$ cat config.mk
export PLATFORM = sky130hd
export DESIGN_NAME = hazard_scoreboard
export DESIGN_NICKNAME = d
export VERILOG_FILES = /design/src/rtl/hazard_scoreboard.sv
export SDC_FILE = /design/constraint.sdc
export NUM_CORES = 1
export LEC_CHECK = 0
export CAP_MARGIN = 10
export CORE_ASPECT_RATIO = 0.8
export CORE_UTILIZATION = 45
export DETAILED_ROUTE_END_ITERATION = 10
export GPL_TIMING_DRIVEN = 0
export PLACE_DENSITY_LB_ADDON = 0.1
export SKIP_CTS_REPAIR_TIMING = 1
export SLEW_MARGIN = 30
export SYNTH_ARGS = -nofsm -noshare
export SYNTH_HDL_FRONTEND = slang
export SYNTH_SLANG_ARGS = --single-unit
$ cat constraint.sdc
create_clock -name clk -period 5.7 [get_ports clk]
set_clock_uncertainty 0.05 [all_clocks]
set_input_delay 0.855 -clock clk [delete_from_list [all_inputs] [get_ports clk]]
set_output_delay 0.855 -clock clk [all_outputs]
set_load 0.01 [all_outputs]
$ cat src/rtl/hazard_scoreboard.sv
// hazard_scoreboard: operand forwarding across FWD_STAGES sources, a
// per-register busy scoreboard for multi-cycle producers, the decode stall,
// and a saturating count of stalled cycles.

// hs_reg_cnt: busy down-counter for one architectural register.
module hs_reg_cnt #(
  parameter int LAT_W = 4
) (
  input  logic             clk,
  input  logic             rst_n,
  input  logic             load_i,
  input  logic [LAT_W-1:0] load_val_i,
  output logic             busy_o
);

  logic [LAT_W-1:0] cnt_q, cnt_d;

  // Count down while nonzero; a fresh issue overrides the decrement.
  always_comb begin
    cnt_d = cnt_q;
    if (cnt_q != '0) cnt_d = cnt_q - LAT_W'(1);
    if (load_i)      cnt_d = load_val_i;
  end

  // Counter register, cleared asynchronously.
  always_ff @(posedge clk or negedge rst_n) begin
    if (!rst_n) cnt_q <= '0;
    else        cnt_q <= cnt_d;
  end

  assign busy_o = (cnt_q != '0);

endmodule

module hazard_scoreboard #(
  parameter int ADDR_W     = 5,
  parameter int FWD_STAGES = 2,
  parameter int LAT_W      = 4,
  parameter int SEL_W      = $clog2(FWD_STAGES + 1)
) (
  input  logic                         clk,
  input  logic                         rst_n,
  input  logic                         id_valid,
  input  logic [ADDR_W-1:0]            id_rs1,
  input  logic [ADDR_W-1:0]            id_rs2,
  input  logic [ADDR_W-1:0]            id_rd,
  input  logic                         id_we,
  input  logic [ADDR_W-1:0]            ex_rs1,
  input  logic [ADDR_W-1:0]            ex_rs2,
  input  logic                         ex_we,
  input  logic                         ex_is_load,
  input  logic [ADDR_W-1:0]            ex_rd,
  input  logic [FWD_STAGES-1:0]        stage_we,
  input  logic [FWD_STAGES*ADDR_W-1:0] stage_rd,
  input  logic                         mc_issue,
  input  logic [ADDR_W-1:0]            mc_rd,
  input  logic [LAT_W-1:0]             mc_lat,
  output logic [SEL_W-1:0]             fwd_a,
  output logic [SEL_W-1:0]             fwd_b,
  output logic                         stall,
  output logic [(2**ADDR_W)-1:0]       busy_vec,
  output logic [15:0]                  stall_cnt
);

  localparam int NREGS = 2 ** ADDR_W;

  // Per-stage view of the flat destination bus; stage 0 is the youngest.
  logic [FWD_STAGES-1:0][ADDR_W-1:0] stage_rd_a;
  assign stage_rd_a = stage_rd;

  // Forward select: scan oldest to youngest so the youngest match lands last.
  always_comb begin
    fwd_a = '0;
    fwd_b = '0;
    for (int k = FWD_STAGES - 1; k >= 0; k--) begin
      if (stage_we[k] && (stage_rd_a[k] != '0)) begin
        if (stage_rd_a[k] == ex_rs1) fwd_a = SEL_W'(k + 1);
        if (stage_rd_a[k] == ex_rs2) fwd_b = SEL_W'(k + 1);
      end
    end
  end

  // A zero latency still has to cover at least one cycle.
  logic [LAT_W-1:0] mc_load_val;
  assign mc_load_val = (mc_lat == '0) ? LAT_W'(1) : mc_lat;

  // x0 has no counter: it is never busy, and issues to it are dropped.
  assign busy_vec[0] = 1'b0;

  for (genvar r = 1; r < NREGS; r++) begin : g_reg
    hs_reg_cnt #(.LAT_W(LAT_W)) u_cnt (
      .clk        (clk),
      .rst_n      (rst_n),
      .load_i     (mc_issue && (mc_rd == ADDR_W'(r))),
      .load_val_i (mc_load_val),
      .busy_o     (busy_vec[r])
    );
  end

  // Decode hazards: load-use on the EX result, RAW or WAW on a busy register.
  logic load_use, raw_busy, waw_busy;

  always_comb begin
    load_use = ex_is_load && ex_we && (ex_rd != '0) &&
               ((ex_rd == id_rs1) || (ex_rd == id_rs2));
    raw_busy = ((id_rs1 != '0) && busy_vec[id_rs1]) ||
               ((id_rs2 != '0) && busy_vec[id_rs2]);
    waw_busy = id_we && (id_rd != '0) && busy_vec[id_rd];
    stall    = id_valid && (load_use || raw_busy || waw_busy);
  end

  logic [15:0] stall_cnt_q, stall_cnt_d;

  // Stall-cycle counter, saturating at all-ones.
  always_comb begin
    stall_cnt_d = stall_cnt_q;
    if (stall && (stall_cnt_q != 16'hFFFF)) stall_cnt_d = stall_cnt_q + 16'd1;
  end

  // Performance counter register.
  always_ff @(posedge clk or negedge rst_n) begin
    if (!rst_n) stall_cnt_q <= '0;
    else        stall_cnt_q <= stall_cnt_d;
  end

  assign stall_cnt = stall_cnt_q;

endmodule

**Word level (Yosys, flattened, before mapping)**

Index checks and enable logic that the tools add are counted.

- Add/subtract/negate cells: 32
- Multiply operators: 0
- Divide/modulo/power cells: 0
- Magnitude comparators: 3
- Equality and inequality tests: 38
- Shifts and indexed selects: 0
- Mux-type cells: 77
- Bitwise logic cells: 0
- Reductions and logical operators: 115

Operator list:

| cell | count |
|---|---|
| 2-to-1 mux 4 bit | 63 |
| nonzero test 4 bit | 31 |
| subtractor 4 x 1 -> 4 bit (second input constant) | 31 |
| equality test 5 bit (second input constant) | 16 |
| nonzero test 2 bit | 31 |
| logical AND 1 bit | 42 |
| equality test 5 x 4 -> 1 bit (second input constant) | 8 |
| equality test 5 bit | 6 |
| nonzero test 5 bit | 6 |
| equality test 5 x 3 -> 1 bit (second input constant) | 4 |
| less-than comparator 5 x 6 -> 1 bit (second input constant) | 3 |
| adder 16 x 1 -> 16 bit (second input constant) | 1 |
| 2-to-1 mux 2 bit | 8 |
| inequality test 16 bit (second input constant) | 1 |
| binary-select mux 1 bit (select 5 bit) | 3 |
| equality test 5 x 2 -> 1 bit (second input constant) | 2 |
| equality test 5 x 1 -> 1 bit (second input constant) | 1 |
| zero test 4 bit | 1 |
| logical OR 1 bit | 4 |
| 2-to-1 mux 1 bit | 3 |

- Register bits after elaboration: 140
- Bits in latches: 0
- RAM bits: 0
- Memory bits (read-only): 0
- Logic and storage cells: 297
- Memories: 0

**Longest topological paths before layout**

- Depth after elaboration: 9
- Mapped depth: 12

**Hierarchy**

A second synthesis with hierarchy kept.

- Cell total of the unflattened synthesis: 1071
- Area total of the unflattened synthesis: 10172.3 um^2

By module, submodules not included:

| module | times used | cells an instance | area each (um^2) |
|---|---|---|---|
| hs_reg_cnt | 31 | 26 | 251.5 |
| hazard_scoreboard | 1 | 265 | 2376.0 |

**Worst setup path before layout**

No wires, ideal clock.

- Path type: input -> output
- From: in id_rd[0]
- To: out stall
- Data arrival time: 2.537 ns
- Data required time: 4.795 ns
- Slack: 2.258 ns
- Stages: 8
- Path through: clkbuf_1 mux4_2 nor3_2 a211oi_1 a22oi_2 nand4_2 buf_2 and2_1

- Cells in the longest elaborated chain, start to end: 5

RTL lines:

| element | line | source |
|---|---|---|
| start: declaration | 46 | `input logic [ADDR_W-1:0] id_rd,` |
| binary-select mux 1 bit (select 5 bit) / nonzero test 5 bit (equally long branches) | 108 | `waw_busy = id_we && (id_rd != '0) && busy_vec[id_rd];` |
| 2-to-1 mux 1 bit (implied by the code) / logical AND 1 bit (equally long branches) | 108 |  |
| logical AND 1 bit (*) | 108 |  |
| logical OR 1 bit (*) | 109 | `stall = id_valid && (load_use \|\| raw_busy \|\| waw_busy);` |
| logical AND 1 bit (*) | 109 |  |
| end: declaration | 60 | `output logic stall,` |

Mark *: on every way between the ends. The rest lies on a longest branch, timed or not. The select of a mux whose other input is x is not followed.

**Worst setup path in the final report**

- From: in id_rd[2]
- To: out stall

Same word-level chain as after synthesis.

==> results.sh <==
export IMPL_power_leakage_uw=0.00478
export IMPL_rrSetupSlack_ns=2.38
export IMPL_core_sq_um=20100
export IMPL_syn_inst=1136
export IMPL_slew_headroom_pct=33.8
export IMPL_cp_start_kind="input pin"
export IMPL_finalCriticalPeriod_ns=4.88
export IMPL_drt_iter0_drc=567
export IMPL_ant_nets=0
export IMPL_vias=8211
export IMPL_grt_pass1_wl_microns=39600
export IMPL_report_final_setup_viol=0
export IMPL_die_h_microns=131
export IMPL_finalCritPeriodShare_pct=85.6
export IMPL_htreeDepth=4
export IMPL_seqCellArea_sq_um=3500
export IMPL_max_stage_delay_ns=0.63
export IMPL_synthFlopType="dfrtp_1"
export IMPL_die_w_microns=163
export IMPL_ys_seq_area_share_pct=37.3
export IMPL_cts_tree="built"
export IMPL_filler_cell_count=1927
export IMPL_r2r_end="stall_cnt[1]"
export IMPL_grt_setup_unrepaired="no"
export IMPL_layout_drive_gt1_share_pct=8.24
export IMPL_clk_pin_slew_ns=0.06
export IMPL_synthToLayoutAreaGrowth_pct=21.4
export IMPL_cp_data_required_time_ns=4.80
export IMPL_floorplan_initialDensity_pct=46.6
export IMPL_boundaryPins=111
export IMPL_grt_overflow_total=0
export IMPL_clk_path_buf_depth=2
export IMPL_reg2reg_depth=10
export IMPL_dieArea_sq_um=21400
export IMPL_wl_microns=24800
export IMPL_multiInputGateArea_sq_um=5180
export IMPL_drt_wirelength_per_cell_microns=16.1
export IMPL_cap_viol_max_count=0
export IMPL_drc=0
export IMPL_synth_avg_cell_area_sq_um=8.26
export IMPL_synth_area_sq_um=9380
export IMPL_diodes=0
export IMPL_cts_root_buf="clkbuf_16"
export IMPL_holdWs_ns=0.304
export IMPL_grt_max_degree=79
export IMPL_crit_fanout=10
export IMPL_grt_pass1_vias=7335
export IMPL_hpwl_microns=18000
export IMPL_crit_path_end_kind="primary output"
export IMPL_antenna_found_initial=0
export IMPL_clk_latency_ns=0.44
export IMPL_synth_most_common_cell="dfrtp_1"
export IMPL_arrival_ns=3.97
export IMPL_numCtsBuffers=17
export IMPL_path_buf_inv=4
export IMPL_ys_ff_latch=140
export IMPL_synth_net_count=1226
export IMPL_r2r_start="g_reg[24].u_cnt.cnt_q[0]"
export IMPL_power_density_nw_per_um2=499
export IMPL_hold_viol=0
export IMPL_crit_slowest_cell="clkdlybuf4s50_1"
export IMPL_crit_family="buffers and inverters"
export IMPL_tightest_slew_ns=0.991
export IMPL_dr_pass1_iters=5
export IMPL_yosysTopAreaCellShare_pct=37.3
export IMPL_synth_edf_count=0
export IMPL_ys_top_cells_by_area="dfrtp_1, a21oi_1, nor2_1"
export IMPL_hold_class="input pin to async pin"
export IMPL_cp_cell_sequence="clkdlybuf4s50_1 > clkbuf_1 > mux2i_1 > a41oi_1 > nand4_1 > nor4_1 > nand4_2 > buf_2 > and2_1 > clkdlybuf4s50_1"
export IMPL_place_gp_congestion=0.919
export IMPL_max_freq_ghz=0.205
export IMPL_ys_types=55
export IMPL_track_usage_pct=23.7
export IMPL_synth_top_area_cell="dfrtp_1"
export IMPL_yosysWarnings=0
export IMPL_status="completed"
export IMPL_critPathMostFrequentCell="clkdlybuf4s50_1"
export IMPL_io_buffers=106
export IMPL_async_flop_share_pct=100
export IMPL_cp_startpoint="id_rd[2]"
export IMPL_crit_type="input pin to primary output"
export IMPL_fin_nets=1352
export IMPL_drv_slew=0
export IMPL_synth_common_cells="dfrtp_1, nor2_1, a21oi_1, nand2_1, inv_1"
export IMPL_ir_drop_v=0.000235
export IMPL_cts_sinks=140
export IMPL_rows=46
export IMPL_p_total_uw=5680
export IMPL_via_per_inst=5.34
## layout by cell type, fill, tap and decap left out, types with 6 or more instances in the layout
cell	count
nor4_1	11
nor4b_1	6
xnor2_1	54
nor2_1	136
or3_1	31
ha_1	32
nand2b_1	38
clkbuf_1	23
nor3b_1	11
dfrtp_1	140
nand3_1	13
o21ai_0	49
nand4_1	6
buf_4	32
inv_1	92
xor2_1	21
a31oi_1	31
nand2_1	104
nand3b_1	34
nor3b_2	21
clkbuf_16	17
a21oi_1	125
nor3_1	42
clkdlybuf4s50_1	105
mux2i_1	9
## cell families after synthesis
logic type	after synthesis	share of synthesized area [%]
AND/OR/NAND/NOR	476	26.9
AO/OA/AOI/OAI	238	14.3
buffers and inverters	157	7.63
flip-flops	140	37.3
XOR/XNOR	75	7.00
adder cells (fa/ha/maj)	32	4.27
multiplexers	17	2.56
other	1	0.0400
## worst max path at each step
stage,endpoint,slack (ns),cells past startpoint
floorplan,stall,2.26,8
global placement,g_reg[29].u_cnt.cnt_q[2],-2.34,1
detailed placement,stall,0.90,10
CTS,stall,0.88,10
global route,stall,0.58,10
finish,stall,0.82,10
## registers in the layout, summed over array words and instances, names as in the netlist
register / count
stall_cnt: 16
g.u_cnt.cnt_q: 124
## metrics by stage
step           cell area [sq um]  instances  setup TNS, ns  utilization (%)  worst slack (ns)
2_1_floorplan               9380       1136              0                -              2.26
3_3_place_gp               10800       1506        -324.79             53.5             -2.34
3_5_place_dp               10800       1507              0             53.7             0.896
4_1_cts                    11400       1539              0             56.5             0.885
5_1_grt                    11400       1539              0             56.5             0.582
6_report                   11400       1539              0             56.5             0.823
## layer usage
metal  vias to the layer above  wire length, microns  global-route usage, %  share of wire, %
met2                       191                 11200                   35.5                45
met4                         0                   458                   6.84               1.8
met1                      3830                 11900                   34.5                48
met5                         -                     0                      0                 0
met3                        29                  1260                   4.23               5.1
li1                       4161                     -                      -                 -
## report_power, final
group          internal, uW  total (uW)  switching, uW  leakage (uW)
Combinational          1420        2700           1280       0.00279
Sequential             1480        1900            425       0.00171
Clock                   624        1080            460      0.000272
## area by class of cell
class / instances / area share, %
buffer: 61 / 3.12
clock buffer: 19 / 3.98
clock inverter: 13 / 1.01
inverter: 96 / 3.16
multi-input combinational: 839 / 45.5
sequential: 140 / 30.8
tap: 264 / 2.90
timing repair buffer: 107 / 9.60
## worst register-to-register path: cells and delay by family, from the launching register on
| family | cells | cell delay [ns] |
|---|---|---|
| mux | 1 | 0.32 |
| flops | 1 | 0.41 |
| compound gates | 3 | 0.53 |
| simple gates | 4 | 1.64 |
| fa+ha+maj | 1 | 0.19 |
| buf+inv | 1 | 0.07 |
No activity file was read; power rests on OpenSTA's default activity.
